`src/rtl/pio_channel_bank.sv`:
```
// pio_channel_bank: Avalon-MM PIO bank with NUM_CH input and NUM_CH output
// channels. Each channel runs either as a plain level export or as a
// valid/ready mailbox. Sticky overrun flags feed a registered level interrupt.
module pio_channel_bank #(
   parameter int NUM_CH = 4,
   parameter int DATA_W = 32
) (
   input  logic                     clk_clk,
   input  logic                     reset_reset,
   input  logic [5:0]               avs_address,
   input  logic                     avs_read,
   input  logic                     avs_write,
   input  logic [31:0]              avs_writedata,
   output logic [31:0]              avs_readdata,
   output logic                     avs_readdatavalid,
   output logic                     irq,
   input  logic [NUM_CH*DATA_W-1:0] in_data,
   input  logic [NUM_CH-1:0]        in_valid,
   output logic [NUM_CH-1:0]        in_ready,
   output logic [NUM_CH*DATA_W-1:0] out_data,
   output logic [NUM_CH-1:0]        out_valid,
   input  logic [NUM_CH-1:0]        out_ready
);

   logic [DATA_W-1:0] in_hold [NUM_CH];
   logic [DATA_W-1:0] out_reg [NUM_CH];

   logic [NUM_CH-1:0] in_full, out_pend, in_mode, out_mode;
   logic [NUM_CH-1:0] irq_en_in, in_ovr, out_ovr;
   logic              irq_en_err;

   logic [NUM_CH-1:0] in_mode_nx, out_mode_nx, in_full_nx, out_pend_nx;
   logic [NUM_CH-1:0] cap, pop, in_ovr_set, acc, wr_out, load, out_ovr_set;
   logic [NUM_CH-1:0] err_clr_in, err_clr_out;
   logic [31:0]       rd_word;
   logic              wr_mode, wr_irq_en, wr_err;
   logic              unused_wdata;

   assign in_ready  = in_mode & ~in_full;
   assign out_valid = out_mode & out_pend;

   assign wr_mode      = avs_write && (avs_address == 6'h21);
   assign wr_irq_en    = avs_write && (avs_address == 6'h22);
   assign wr_err       = avs_write && (avs_address == 6'h23);
   assign unused_wdata = ^avs_writedata;

   // Per-channel handshake strobes and next state of the mailbox flags
   always_comb begin
      in_mode_nx  = wr_mode ? avs_writedata[NUM_CH-1:0]  : in_mode;
      out_mode_nx = wr_mode ? avs_writedata[16 +: NUM_CH] : out_mode;
      err_clr_in  = wr_err  ? avs_writedata[NUM_CH-1:0]  : '0;
      err_clr_out = wr_err  ? avs_writedata[16 +: NUM_CH] : '0;
      cap         = '0;
      pop         = '0;
      in_ovr_set  = '0;
      acc         = '0;
      wr_out      = '0;
      load        = '0;
      out_ovr_set = '0;
      for (int unsigned c = 0; c < NUM_CH; c++) begin
         pop[c]        = avs_read && (avs_address[5:4] == 2'b00) &&
                         (avs_address[3:0] == c[3:0]) && in_mode[c];
         cap[c]        = in_valid[c] && in_ready[c];
         in_ovr_set[c] = in_valid[c] && in_mode[c] && in_full[c];
         acc[c]        = out_valid[c] && out_ready[c];
         wr_out[c]     = avs_write && (avs_address[5:4] == 2'b01) &&
                         (avs_address[3:0] == c[3:0]);
         load[c]        = wr_out[c] && !(out_mode[c] && out_pend[c] && !acc[c]);
         out_ovr_set[c] = wr_out[c] &&  (out_mode[c] && out_pend[c] && !acc[c]);
      end
      // Gating with the post-write mode clears a flag in the same update that
      // turns its channel back to level mode; a capture that cycle is lost.
      in_full_nx  = in_mode_nx  & (cap | (in_full & ~pop));
      out_pend_nx = out_mode_nx & ((load & out_mode) | (out_pend & ~acc));
   end

   // Host read multiplexer; unmapped words and absent channels read zero
   always_comb begin
      rd_word = '0;
      case (avs_address[5:4])
         2'b00: begin
            for (int unsigned c = 0; c < NUM_CH; c++)
               if (avs_address[3:0] == c[3:0]) rd_word = 32'(in_hold[c]);
         end
         2'b01: begin
            for (int unsigned c = 0; c < NUM_CH; c++)
               if (avs_address[3:0] == c[3:0]) rd_word = 32'(out_reg[c]);
         end
         2'b10: begin
            case (avs_address[3:0])
               4'h0:    rd_word = {16'(out_pend), 16'(in_full)};
               4'h1:    rd_word = {16'(out_mode), 16'(in_mode)};
               4'h2:    rd_word = {irq_en_err, 15'd0, 16'(irq_en_in)};
               4'h3:    rd_word = {16'(out_ovr), 16'(in_ovr)};
               default: rd_word = '0;
            endcase
         end
         default: rd_word = '0;
      endcase
   end

   // Control/status registers, read response and interrupt
   always_ff @(posedge clk_clk or posedge reset_reset) begin
      if (reset_reset) begin
         in_mode           <= '0;
         out_mode          <= '0;
         irq_en_in         <= '0;
         irq_en_err        <= 1'b0;
         in_full           <= '0;
         out_pend          <= '0;
         in_ovr            <= '0;
         out_ovr           <= '0;
         irq               <= 1'b0;
         avs_readdata      <= '0;
         avs_readdatavalid <= 1'b0;
      end else begin
         avs_readdatavalid <= avs_read;
         if (avs_read) avs_readdata <= rd_word;
         in_mode  <= in_mode_nx;
         out_mode <= out_mode_nx;
         if (wr_irq_en) begin
            irq_en_in  <= avs_writedata[NUM_CH-1:0];
            irq_en_err <= avs_writedata[31];
         end
         in_full  <= in_full_nx;
         out_pend <= out_pend_nx;
         in_ovr   <= (in_ovr  & ~err_clr_in)  | in_ovr_set;
         out_ovr  <= (out_ovr & ~err_clr_out) | out_ovr_set;
         irq      <= (|(in_full & irq_en_in)) | (irq_en_err & ((|in_ovr) | (|out_ovr)));
      end
   end

   // Channel data: level inputs sample every cycle, mailboxes capture on handshake
   always_ff @(posedge clk_clk or posedge reset_reset) begin
      if (reset_reset) begin
         for (int unsigned c = 0; c < NUM_CH; c++) begin
            in_hold[c] <= '0;
            out_reg[c] <= '0;
         end
      end else begin
         for (int unsigned c = 0; c < NUM_CH; c++) begin
            if (!in_mode[c] || cap[c]) in_hold[c] <= in_data[c*DATA_W +: DATA_W];
            if (load[c])               out_reg[c] <= avs_writedata[DATA_W-1:0];
         end
      end
   end

   // Flatten the output registers onto the fabric bus
   always_comb begin
      out_data = '0;
      for (int unsigned c = 0; c < NUM_CH; c++)
         out_data[c*DATA_W +: DATA_W] = out_reg[c];
   end

endmodule
```
`config.mk`:
```
export PLATFORM = sky130hd
export DESIGN_NAME = pio_channel_bank
export DESIGN_NICKNAME = d
export VERILOG_FILES = /design/src/rtl/pio_channel_bank.sv
export SDC_FILE = /design/constraint.sdc
export NUM_CORES = 1
export LEC_CHECK = 0
export BUFFER_PORTS_ARGS = -buffer_cell sky130_fd_sc_hd__clkbuf_2
export CAP_MARGIN = 15
export CORE_MARGIN = 2
export CORE_UTILIZATION = 40
export DETAILED_ROUTE_END_ITERATION = 12
export HOLD_SLACK_MARGIN = 0.03
export PLACE_DENSITY = 0.65
export SLEW_MARGIN = 30
export SYNTH_ARGS = -nofsm -noshare
export SYNTH_HDL_FRONTEND = slang
export SYNTH_SLANG_ARGS = --single-unit
```
`constraint.sdc`:
```
create_clock -name clk_clk -period 8.5 [get_ports clk_clk]
set_input_delay 0.425 -clock clk_clk [delete_from_list [all_inputs] [get_ports clk_clk]]
set_output_delay 0.425 -clock clk_clk [all_outputs]
set_load 0.01 [all_outputs]
```
# == After elaboration in Yosys (flattened, before gate mapping) ==
# Index checks and enable logic that the tools add are counted.
# totals
register_bits,319
word_cells,133
# op_classes
eq_ne,8
muxes,14
bitwise,22
n_reduce_logical,70
# op_table
operator,n
2-to-1 mux 32 bit,8
case mux 32 bit (4 select lines),1
case mux 32 bit (3 select lines),1
logical AND 1 bit,49
AND 4 bit,10
inverter 4 bit,5
"equality test 6 bit, second input constant",3
2-to-1 mux 4 bit,4
bitwise OR 4 bit,4
logical NOT 1 bit,12
OR reduction 4 bit,3
"equality test 4 x 2 -> 1 bit, second input constant",2
"equality test 4 x 1 -> 1 bit, second input constant",1
logical NOT 4 bit,1
logical OR 1 bit,4
"equality test 2 x 1 -> 1 bit, second input constant",1
"equality test 2 bit, second input constant",1
logical NOT 2 bit,1
bitwise OR 1 bit,2
AND 1 bit,1

# == Logic depth before layout (Yosys ltp) ==
# Gate-level depths: netlist of the first run.
# depth
word_depth,9
mapped_depth,8
ltp_nobuf,4

# == Worst setup path before layout of the first run ==
# OpenSTA, ideal clock, no wires.
# synth_timing
kind,in2reg
startpoint,in avs_address[0]
endpoint,reg avs_readdata[16]
setup_time_ns,0.139
t_arrival_ns,1.911
t_required_ns,8.361
path_slack_ns,6.451
path_stages,6
path_buffers,2
path_cell_list,buf_4 -> or4b_1 -> buf_4 -> o22ai_1 -> nor3_1 -> or4_1
# synth_between
elab_chain_len,6
word_cells_on_any_way,14
# synth_rtl
element,line_no,source
from (decl),10,"input logic [5:0] avs_address,"
logical NOT 4 bit,"83, 87, 90",
"2-to-1 mux 32 bit, on equally long branches (4 in series)","87, 83",
case mux 32 bit (3 select lines) (*),80,case (avs_address[5:4])
to (signal assigned),118,if (avs_read) avs_readdata <= rd_word;
to (decl),14,"output logic [31:0] avs_readdata,"
# Every way passes the cells marked *; elsewhere a longest branch is shown, timed or not.
# A chain may end at the register's enable or synchronous reset.

# == Final worst setup path of the first run ==
# layout_timing
startpoint,in avs_address[0]
endpoint,"reg out_reg, in the netlist out_data[95]"
# layout_between
elab_chain_len,3
# layout_rtl
element,line_no,source
equality test 4 x 2 -> 1 bit,67,(avs_address[3:0] == c[3:0]);
logical AND 1 bit,66,wr_out[c] = avs_write && (avs_address[5:4] == 2'b01) &&
logical AND 1 bit,68,load[c] = wr_out[c] && !(out_mode[c] && out_pend[c] && !acc[c]);
"to (signal, indexed assignment)",143,if (load[c]) out_reg[c] <= avs_writedata[DATA_W-1:0];
to (decl),26,logic [DATA_W-1:0] out_reg [NUM_CH];
# Every way passes these cells.

==> reports/results.md, run 1 <==
Logic synthesis
- **top cell type by total area after synthesis** sky130_fd_sc_hd__dfrtp_1
- **count of flip-flops with a built-in enable after synthesis** 0
- **share of synthesized area occupied by flip-flops and latches** 56.0%
- **most frequently used cell type in the post-synthesis netlist** sky130_fd_sc_hd__dfrtp_1
- **flip-flop and latch count after synthesis** 319
- **number of standard cells after synthesis** 1098
- **average cell area after synthesis** 13.0 um^2
- **top cells by instance count after synthesis** sky130_fd_sc_hd__dfrtp_1 (319), sky130_fd_sc_hd__mux2_2 (246), sky130_fd_sc_hd__o22ai_1 (66), sky130_fd_sc_hd__nor2b_1 (61), sky130_fd_sc_hd__nor3_1 (56)
- **count of distinct cell types in the synthesized netlist** 53
- **net count after synthesis** 1276
- **synthesis warning total** 0
- **fraction of registers with async set/reset** 100%
- **leading cell types by total area after synthesis** sky130_fd_sc_hd__dfrtp_1 (56%), sky130_fd_sc_hd__mux2_2 (19%), sky130_fd_sc_hd__o22ai_1 (2.9%)
- **area fraction of the dominant cell type after synthesis** 56.0%
- **predominant post-synthesis flop cell** sky130_fd_sc_hd__dfrtp_1
- **area of the mapped netlist** 0.0143 mm^2

Final layout
- **fillers** 3110
- **end-of-flow core utilization** 50.5%
- **fraction of layout instances using a drive strength above 1** 48.9%
- **number of nets in the final layout** 1608
- **Synth-to-Final Area Change** 25.0%

Placed design
- **detailed placement HPWL** 31100 um
- **number of I/O port buffers** 347
- **GP Congestion** 0.921

Critical path
- **most frequent cell on the critical path** sky130_fd_sc_hd__buf_4
- **Buf+Inv Stages, Crit Path** 2
- **critical path class** input pin to flip-flop
- **startpoint types** input pin
- **delay contributed by the slowest stage of the critical path** 0.89 ns
- **Arr. time, crit path** 3.33 ns
- **Required @ worst endpoint** 8.90 ns
- **ordered cell list for the critical path** buf_4 > or4b_4 > nor2_4 > o21ai_4 > buf_4 > mux2_2
- **top cell family by delay on the critical path** buffers and inverters
- **standard cell with the maximum stage delay on the critical path** sky130_fd_sc_hd__or4b_4
- **CP Max Fanout** 71
- **endpoint type of the worst setup path** flip-flop

Routing
- **total detailed-routing wirelength** 45100 um
- **iteration-0 DRC count of the detailed router** 707
- **total number of vias** 10800
- **antenna viol nets, final** 0
- **first drt pass iteration count** 6
- **Vias/cell** 5.60
- **Routed wire per std cell** 23.5 um
- **Remaining DRCs** 0

STA
- **final clock skew** 0.0284 ns
- **achievable frequency** 342 MHz
- **Finish-stage setup viols** 0
- **unrepaired setup endpoints after global routing** false
- **aggregate negative setup slack** 0 ns
- **fraction of the cycle the final worst path needs** 34.4%
- **final hold vios** 0
- **slew at the pin with the worst max-slew slack** 0.945 ns
- **number of pins exceeding their max-slew limit in the final report** 0
- **final critical delay including setup and external delays** 2.92 ns
- **worst slew margin relative to its limit** 37.0%

Global route
- **first-pass GRT wire length** 67000 um
- **number of global-route vias before repair** 10800
- **maximum number of pins on one net before global-route repair** 173
- **number of antenna violations at the first check in global routing** 6
- **sum of overflow across all layers after global routing** 0
- **all-layer global routing usage** 24.1%

Clock network
- **Max H-tree Level** 2
- **clock buffer count from CTS** 38
- **register clock-pin slew on the reported worst setup and hold paths** 0.06 ns
- **number of clock sinks seen by CTS** 319
- **number of buffers inserted by post-CTS setup repair** 0
- **Skew-Pair Late Insertion Delay** 0.53 ns
- **quantity of gates resized following cts** 0
- **CTS tree** yes
- **count of hold-fix buffers inserted at cts** 1
- **clock root buffer** sky130_fd_sc_hd__clkbuf_16
- **buffers from clock root to sink, at most** 3

Power and ir drop
- **areal power density over the cells** 224 mW/mm^2
- **worst IR drop on VDD** 0.167 mV
- **leakage power of the design** 8.78 nW

Floorplanning
- **placeable core area** 0.0353 mm^2
- **die height** 193 um
- **std cell rows** 69
- **full die area** 0.0372 mm^2
- **IO Count** 348
- **Die Width** 193 um
- **starting density of the core** 40.4%

Run
- **max-capacitance violation count** 0

Min path
- **Worst Hold Class** input pin to flip-flop

Status
- **result of the run** finished clean

==> per-stage QoR <==
step / instance area, um^2 / setup WS, ns / hold slack, ns / total power [W] / instances
detailed placement: 16500 / 5.05 / 0.440 / 0.00237 / 1849
global route: 17800 / 5.46 / 0.116 / 0.00416 / 1919
global placement: 16500 / 5.10 / 0.474 / 0.00235 / 1848
CTS: 17800 / 5.60 / 0.113 / 0.00403 / 1917
finish: 17800 / 5.58 / 0.131 / 0.00399 / 1922
floorplan: 14300 / 3.82 / 0.456 / 0.00210 / 1098
==> flip-flops by register name (all words and copies together) (netlist names) <==
signal	flops
out_ovr	4
avs_readdatavalid	1
avs_readdata	32
in_full	4
in_ovr	4
irq_en_in	4
in_mode	4
out_pend	4
in_hold	128
out_mode	4
irq	1
out_data	128
irq_en_err	1
==> placed cells by master (no fill, tap or decap), drive strengths merged, types with 2 or more instances in the layout <==
cell type  Yosys  routed
dfrtp        319     319
or4            3       3
o2bb2ai        3       3
clkinv         0       6
nor4b          3       3
buf           31      21
nor2b         61      61
nand4          2       2
and2           3       3
clkbuf        44     400
a22oi          6       6
bufinv         0       4
o311a          3       3
a311oi         2       2
diode          0       4
a22o           4       4
nor3          56      56
a32o           4       4
a211oi        54      54
a2bb2oi        2       2
a211o         23      23
mux2i          5       5
nand2         43      43
nand2b         2       2
a221o          6       6
o21ai         18      18
o22ai         66      66
mux2         279     279
a21o           2       2
a21oi         11      11
nand3          4       4
inv           10      10
clkinvlp       0       2
nor2          14      14
nand3b         2       2
==> power by group <==
part / total (W) / switching, W / internal [W] / leakage, nW
registers: 0.00179 / 0.000122 / 0.00167 / 4.05
logic: 0.000554 / 0.000278 / 0.000275 / 4.10
clock network: 0.00165 / 0.000627 / 0.00102 / 0.626
total: 0.00399 / 0.00103 / 0.00297 / 8.78
==> layer usage <==
metal	part of all wire [%]	track usage, %	vias to the layer above
met5	0.029	0	-
met4	2.3	6.08	2
met3	8.6	6.69	69
met2	48	39.3	427
met1	41	31.7	5497
li1	-	-	4766
==> final timing paths <==
check / from / endpoint / slack (ns) / depth (start not counted)
max in group asynchronous: reset_reset / avs_readdata[10] / 6.04 / 6
hold reg to reg: avs_readdata[22] / avs_readdata[22] / 0.49 / 1
hold / removal: in_data[29] / in_hold[125] / 0.13 / 2
min in group asynchronous: reset_reset / avs_readdata[2] / 0.44 / 3
setup / recovery: avs_address[0] / out_data[95] / 5.58 / 6
setup reg to reg: out_mode[2] / out_data[95] / 6.31 / 4
==> logic make-up (layout without fill, tap and decap cells) <==
family	Yosys count	count (layout)	synth area share, %
and+or+nand+nor	200	200	7.55
other	0	4	0
DFF	319	319	56.0
AOI/OAI and AO/OA	209	209	10.5
buffers and inverters	85	444	2.68
muxes	285	285	23.3
==> area by class of cell <==
| cell class | count | area (um^2) | area share, % |
|---|---|---|---|
| inverter | 10 | 41.3 | 0.232 |
| sequential | 319 | 7980 | 44.8 |
| timing repair buffer | 367 | 1940 | 10.9 |
| clock inverter | 12 | 166 | 0.934 |
| clock buffer | 55 | 1110 | 6.20 |
| antenna | 4 | 10.0 | 0.0562 |
| multi-input combinational | 694 | 6000 | 33.7 |
| tap | 461 | 577 | 3.24 |
Note: power is estimated with default switching activity, not from simulation.
==> run 2, diff against run 1 <==
--- a/config.mk
+++ b/config.mk
@@ -5,13 +5,13 @@
 export SDC_FILE = /design/constraint.sdc
 export NUM_CORES = 1
 export LEC_CHECK = 0
+export ABC_AREA = 1
 export BUFFER_PORTS_ARGS = -buffer_cell sky130_fd_sc_hd__clkbuf_2
 export CAP_MARGIN = 15
 export CORE_MARGIN = 2
 export CORE_UTILIZATION = 40
 export DETAILED_ROUTE_END_ITERATION = 12
 export HOLD_SLACK_MARGIN = 0.03
-export PLACE_DENSITY = 0.65
 export SLEW_MARGIN = 30
 export SYNTH_ARGS = -nofsm -noshare
 export SYNTH_HDL_FRONTEND = slang
==> constraint.sdc (replaced) <==
create_clock -name clk_clk -period 2.8 [get_ports clk_clk]
set_input_delay 0.14 -clock clk_clk [delete_from_list [all_inputs] [get_ports clk_clk]]
set_output_delay 0.14 -clock clk_clk [all_outputs]
set_load 0.01 [all_outputs]
==> reports/results.md, run 2 <==
Logic synthesis
- **flip-flop and latch count after synthesis** 319, unchanged
- **count of flip-flops with a built-in enable after synthesis** 0, unchanged
- **most frequently used cell type in the post-synthesis netlist** sky130_fd_sc_hd__nand2_1
- **share of synthesized area occupied by flip-flops and latches** 54.2%, -1.8 points
- **net count after synthesis** 1905, +49%
- **area fraction of the dominant cell type after synthesis** 54.2%, -1.8 points
- **fraction of registers with async set/reset** 100%, unchanged
- **leading cell types by total area after synthesis** sky130_fd_sc_hd__dfrtp_1 (54%), sky130_fd_sc_hd__nand2_1 (12%), sky130_fd_sc_hd__nand3_1 (7.9%)
- **top cell type by total area after synthesis** sky130_fd_sc_hd__dfrtp_1
- **top cells by instance count after synthesis** sky130_fd_sc_hd__nand2_1 (481), sky130_fd_sc_hd__dfrtp_1 (319), sky130_fd_sc_hd__nand3_1 (232), sky130_fd_sc_hd__o21ai_0 (184), sky130_fd_sc_hd__inv_1 (143)
- **predominant post-synthesis flop cell** sky130_fd_sc_hd__dfrtp_1
- **number of standard cells after synthesis** 1727, +57%
- **count of distinct cell types in the synthesized netlist** 24, -55%
- **area of the mapped netlist** 0.0147 mm^2, +3.3%
- **synthesis warning total** 0, unchanged
- **average cell area after synthesis** 8.53 um^2, -34%

Placed design
- **number of I/O port buffers** 347, unchanged
- **detailed placement HPWL** 36700 um, +18%
- **Setup Slack @ Placement** 0.579 ns, -4.47 ns
- **instance area after placement** 0.0172 mm^2, +4.1%
- **GP Congestion** 0.860, -6.6%

Routing
- **Routed wire per std cell** 20.1 um, -14%
- **iteration-0 DRC count of the detailed router** 1000, +41%
- **total number of vias** 14100, +31%
- **Remaining DRCs** 0, unchanged
- **antenna viol nets, final** 0, unchanged
- **Vias/cell** 5.18, -7.6%
- **first drt pass iteration count** 5, -1
- **total detailed-routing wirelength** 54800 um, +22%

Critical path
- **critical path class** flip-flop to flip-flop
- **startpoint types** flip-flop
- **endpoint type of the worst setup path** flip-flop
- **top cell family by delay on the critical path** simple AND/OR/NAND/NOR gates
- **Crit path depth** 6, unchanged
- **Buf+Inv Stages, Crit Path** 2, unchanged
- **CP Max Fanout** 17, -76%
- **Required @ worst endpoint** 3.23 ns, -5.67 ns
- **standard cell with the maximum stage delay on the critical path** sky130_fd_sc_hd__nand2_2
- **worst setup path startpoint** in_mode[0]
- **worst r2r src** in_mode[0]
- **ordered cell list for the critical path** inv_1 > nor2_1 > nand2_1 > nand2_2 > buf_12 > mux2_2
- **depth of the worst register-to-register path** 6, +2
- **delay contributed by the slowest stage of the critical path** 0.51 ns, -0.38 ns
- **Arr. time, crit path** 2.46 ns, -0.87 ns

Floorplanning
- **IO Count** 348, unchanged
- **placeable core area** 0.0364 mm^2, +3.2%
- **die height** 196 um, +1.6%
- **starting density of the core** 40.4%, about the same
- **full die area** 0.0384 mm^2, +3.2%
- **std cell rows** 70, +1.4%
- **Die Width** 196 um, +1.6%

Clock network
- **count of hold-fix buffers inserted at cts** 170, +169
- **register clock-pin slew on the reported worst setup and hold paths** 0.06 ns, about the same
- **CTS tree** yes
- **clock buffer count from CTS** 39, +2.6%
- **buffers from clock root to sink, at most** 3, unchanged
- **clock root buffer** sky130_fd_sc_hd__clkbuf_16
- **quantity of gates resized following cts** 0, unchanged
- **number of clock sinks seen by CTS** 319, unchanged
- **number of buffers inserted by post-CTS setup repair** 0, unchanged
- **Skew-Pair Late Insertion Delay** 0.55 ns, +0.02 ns
- **Max H-tree Level** 2, unchanged

STA
- **final hold vios** 0, unchanged
- **slew at the pin with the worst max-slew slack** 0.941 ns, -0.00464 ns
- **aggregate negative setup slack** 0 ns, unchanged
- **unrepaired setup endpoints after global routing** false
- **number of pins exceeding their max-slew limit in the final report** 0, unchanged
- **worst slew margin relative to its limit** 37.3%, +0.31 points
- **final clock skew** 0.0118 ns, -0.0166 ns
- **achievable frequency** 493 MHz
- **post-route worst setup slack** 0.771 ns, -4.81 ns
- **fraction of the cycle the final worst path needs** 72.5%
- **Finish-stage setup viols** 0, unchanged
- **final critical delay including setup and external delays** 2.03 ns

Global route
- **maximum number of pins on one net before global-route repair** 106, -39%
- **global-route met3 utilization** 6.17%, -0.52 points
- **met1 track utilization from global routing** 39.0%, +7.3 points
- **number of antenna violations at the first check in global routing** 1, -5
- **sum of overflow across all layers after global routing** 0, unchanged
- **met2 global-route usage** 44.7%, +5.4 points
- **first-pass GRT wire length** 83600 um, +25%
- **number of global-route vias before repair** 14100, +30%
- **all-layer global routing usage** 28.7%, +4.6 points
- **busiest metal layer after global routing** met2

Final layout
- **sequential cell area** 0.00798 mm^2, unchanged
- **fraction of layout instances using a drive strength above 1** 25.2%, -24 points
- **top library cells by usage in the layout, fill and taps aside** sky130_fd_sc_hd__nand2_1 (475), sky130_fd_sc_hd__clkbuf_2 (347), sky130_fd_sc_hd__dfrtp_1 (319), sky130_fd_sc_hd__nand3_1 (231), sky130_fd_sc_hd__o21ai_0 (184)
- **Final Instance Area** 0.0202 mm^2, +13%
- **most common cell after layout, fill and taps aside** sky130_fd_sc_hd__nand2_1
- **fillers** 3329, +7.0%
- **end-of-flow core utilization** 55.5%, +5.0 points
- **Synth-to-Final Area Change** 37.3%
- **combined area of the multi-input logic cells** 0.00582 mm^2, -3.0%
- **number of nets in the final layout** 2405, +50%

Min path
- **Worst Hold Path Cells** 3, +1
- **start point of the worst hold path** avs_read
- **Worst Hold Class** input pin to flip-flop

Power and ir drop
- **worst IR drop on VDD** 0.395 mV, +140%
- **areal power density over the cells** 750 mW/mm^2, +230%
- **post-layout power** 0.0152 W, +280%
- **leakage power of the design** 10.2 nW, +16%

Run
- **max-capacitance violation count** 0, unchanged

Status
- **result of the run** finished clean

==> run 2: changes by cell type after synthesis, moves of 56 or more <==
cell / before / now
sky130_fd_sc_hd__o22ai_1: 66 / 0
sky130_fd_sc_hd__mux2_2: 246 / 89
sky130_fd_sc_hd__nor3_1: 56 / 0
sky130_fd_sc_hd__nor2_1: 13 / 76
sky130_fd_sc_hd__nand3_1: 4 / 232
sky130_fd_sc_hd__nor2b_1: 61 / 0
sky130_fd_sc_hd__o21ai_0: 11 / 184
sky130_fd_sc_hd__inv_1: 10 / 143
sky130_fd_sc_hd__nand2_1: 43 / 481
==> run 2: logic make-up after synthesis <==
kind of cell / after synthesis / share of synthesized area [%]
simple gates: 831 / 24.1
flops: 319 / 54.2
buf+inv: 250 / 6.73
compound gates: 238 / 8.20
mux: 89 / 6.81
==> run 2: metal layers <==
layer / up-vias / wire, um / share of wire (%)
li1: 6643 / - / -
met4: 0 / 2320 / 4.2
met1: 6783 / 23700 / 43
met3: 126 / 4130 / 7.5
met2: 542 / 24700 / 45
met5: - / 0 / 0
==> run 2: tightest hold or removal path, cell delays in order <==
cell                       delay, ns
sky130_fd_sc_hd__clkbuf_2       0.26
sky130_fd_sc_hd__nand2_1        0.14
sky130_fd_sc_hd__nand2_1        0.04
==> run 2: final timing paths <==
kind | to | slack [ns]
worst max-delay path | in_hold[119] | 0.77
min in group asynchronous | in_hold[102] | 0.18
max in group asynchronous | out_data[118] | 1.64
worst min-delay path | avs_readdata[30] | 0.07
worst min register to register | avs_readdata[7] | 0.48
worst max register to register | in_hold[119] | 0.77
==> run 2: report_power, final <==
group | switching, W | internal (W) | leakage [nW]
registers | 0.000729 | 0.00587 | 4.04
clock network | 0.00199 | 0.00325 | 0.658
logic | 0.00179 | 0.00155 | 5.49
==> run 2: metrics by stage <==
step	instances	hold WS, ns
after global routing	2722	0.0739
after floorplan	1727	0.171
final	2723	0.0731
after detailed placement	2484	0.191
after global placement	2484	0.188
after CTS	2721	0.0576
==> run 2: layout make-up <==
class	instances	share of cell area [%]
repair buffers	563	19.5
inverters	146	2.73
well taps	468	2.90
multi-input cells	1158	28.8
clock buffers	60	6.02
clock inverters	7	0.545
flip-flops and latches	319	39.5
diodes	2	0.0248
==> run 3, diff against run 2 <==
==> constraint.sdc (replaced) <==
create_clock -name clk_clk -period 1.7 [get_ports clk_clk]
set_input_delay 0.085 -clock clk_clk [delete_from_list [all_inputs] [get_ports clk_clk]]
set_output_delay 0.085 -clock clk_clk [all_outputs]
set_load 0.01 [all_outputs]
==> reports/results.md, run 3 (synthesis gave the netlist of run 2 again) <==
Status
- **result of the run** finished clean

Critical path
- **CP Max Fanout** 12, -5
- **Arr. time, crit path** 2.02 ns, -0.44 ns
- **critical path class** flip-flop to flip-flop
- **startpoint types** flip-flop
- **Required @ worst endpoint** 2.11 ns, -1.12 ns
- **endpoint type of the worst setup path** flip-flop
- **slack of the worst reg-to-reg path** 0.09 ns, -0.68 ns

Routing
- **first drt pass iteration count** 6, +1
- **Routed wire per std cell** 20.5 um, +1.5%
- **Remaining DRCs** 0, unchanged
- **antenna viol nets, final** 0, unchanged
- **iteration-0 DRC count of the detailed router** 1152, +15%
- **Vias/cell** 5.26, +1.7%
- **total detailed-routing wirelength** 56400 um, +2.9%
- **total number of vias** 14500, +3.0%

Placed design
- **number of cells after detailed placement** 2523, +1.6%
- **detailed placement HPWL** 38600 um, +5.4%
- **GP Congestion** 0.889, +3.4%
- **number of I/O port buffers** 347, unchanged

Floorplanning
- **std cell rows** 70, unchanged
- **IO Count** 348, unchanged
- **placeable core area** 0.0364 mm^2, unchanged
- **full die area** 0.0384 mm^2, unchanged
- **starting density of the core** 40.4%, unchanged
- **Die Width** 196 um, unchanged
- **die height** 196 um, unchanged

Power and ir drop
- **P_sw** 0.00748 W, +66%
- **areal power density over the cells** 1190 mW/mm^2, +58%
- **worst IR drop on VDD** 0.645 mV, +63%
- **leakage power of the design** 10.4 nW, +1.8%
- **internal power component** 0.0170 W, +59%
- **Switching Fraction** 30.6%, +0.87 points
- **Flop pwr share** 44.5%, +1.0 points
- **post-layout power** 0.0245 W, +61%
- **combinational power share** 24.1%, +2.1 points
- **Clk network pwr share** 31.5%, -3.0 points

Final layout
- **sequential cell area** 0.00798 mm^2, unchanged
- **combined area of the multi-input logic cells** 0.00582 mm^2, about the same
- **fillers** 3289, -1.2%
- **number of diodes** 0, -2
- **end-of-flow core utilization** 56.5%, +0.99 points
- **fraction of layout instances using a drive strength above 1** 26.1%, +0.98 points
- **Synth-to-Final Area Change** 39.7%
- **non-filler cells in the finished layout** 2759, +1.3%
- **most common cell after layout, fill and taps aside** sky130_fd_sc_hd__nand2_1
- **top library cells by usage in the layout, fill and taps aside** sky130_fd_sc_hd__nand2_1 (475), sky130_fd_sc_hd__clkbuf_2 (347), sky130_fd_sc_hd__dfrtp_1 (319), sky130_fd_sc_hd__nand3_1 (231), sky130_fd_sc_hd__o21ai_0 (184)
- **number of nets in the final layout** 2443, +1.6%

Clock network
- **buffers from clock root to sink, at most** 3, unchanged
- **clock root buffer** sky130_fd_sc_hd__clkbuf_16
- **Max H-tree Level** 2, unchanged
- **register clock-pin slew on the reported worst setup and hold paths** 0.05 ns, about the same
- **number of clock sinks seen by CTS** 319, unchanged
- **clock buffer count from CTS** 37, -5.1%
- **number of buffers inserted by post-CTS setup repair** 0, unchanged
- **CTS tree** yes
- **Skew-Pair Late Insertion Delay** 0.54 ns, about the same

Global route
- **number of antenna violations at the first check in global routing** 1, unchanged
- **maximum number of pins on one net before global-route repair** 66, -38%
- **all-layer global routing usage** 29.4%, +0.74 points
- **sum of overflow across all layers after global routing** 0, unchanged
- **number of global-route vias before repair** 14500, +3.1%
- **first-pass GRT wire length** 85900 um, +2.8%

STA
- **aggregate negative setup slack** 0 ns, unchanged
- **final clock skew** 0.0198 ns, +0.00797 ns
- **final hold vios** 0, unchanged
- **final critical delay including setup and external delays** 1.61 ns, -0.422 ns
- **number of pins exceeding their max-slew limit in the final report** 0, unchanged
- **unrepaired setup endpoints after global routing** false
- **worst slew margin relative to its limit** 70.0%, +33 points
- **slew at the pin with the worst max-slew slack** 0.450 ns, -0.491 ns
- **Finish-stage setup viols** 0, unchanged
- **fraction of the cycle the final worst path needs** 94.6%, +22 points
- **achievable frequency** 622 MHz, +26%

Min path
- **Worst Hold Class** input pin to flip-flop

Run
- **max-capacitance violation count** 0, unchanged

-- run 3: cell types whose count changed in the layout (fill, tap and decap cells not counted), sizes merged --
cell,delta
buf,+39
bufinv,-3
diode,-2
clkbuf,-1
clkinv,+1
dlygate4sd3,+1
inv,+1
-- run 3: cell type report --
class                   count  area share, %
flip-flops and latches    319           38.8
clock inverters             6          0.164
inverters                 146           2.68
well taps                 468           2.85
repair buffers            603           21.8
multi-input cells        1158           28.3
clock buffers              59           5.45
-- run 3: critical path, stage by stage, from the launching register on --
cell	delay, ns
sky130_fd_sc_hd__dfrtp_1	0.41
sky130_fd_sc_hd__inv_1	0.09
sky130_fd_sc_hd__nor2_1	0.16
sky130_fd_sc_hd__nand2_1	0.11
sky130_fd_sc_hd__nand2_2	0.12
sky130_fd_sc_hd__buf_4	0.24
sky130_fd_sc_hd__mux2_2	0.36
-- run 3: power by group through the flow --
stage               Sequential (W)  Combinational (W)  Clock, W
detailed placement          0.0110            0.00553         0
global route                0.0111            0.00645   0.00812
global placement            0.0109            0.00541         0
finish                      0.0109            0.00589   0.00770
CTS                         0.0109            0.00587   0.00780
floorplan                   0.0109            0.00309         0
-- run 3: worst paths after layout --
check                                       from          endpoint  depth (start not counted)
max in group asynchronous            reset_reset      out_data[95]                          5
worst max-delay path                  in_mode[0]      in_hold[118]                          6
worst min register to register  avs_readdata[24]  avs_readdata[24]                          2
worst max register to register        in_mode[0]      in_hold[118]                          6
worst min-delay path              avs_address[5]        out_ovr[0]                          4
min in group asynchronous            reset_reset      in_hold[104]                          3
-- run 3: timing repair --
action,4_1_cts,5_1_grt
resized for setup,0,3
hold buffers,171,0
hold endpoints to repair,472,0
endpoints found under the setup margin,0,11
-- run 3: routing by layer --
metal	up-vias	wire (um)	global-route usage [%]
met1	6999	24200	40.3
met5	-	10	0
met4	2	2480	12.7
li1	6721	-	-
met3	143	4180	5.04
met2	652	25600	46.2
-- run 3: metrics by stage --
step	hold slack [ns]	instance area, um^2	setup WS (ns)
finish	0.104	20600	0.0923
CTS	0.0849	20600	0.0340
global placement	0.102	17700	-0.0227
detailed placement	0.0998	17700	0.0203
global route	0.114	20600	0.0140
floorplan	0.116	14700	-2.64
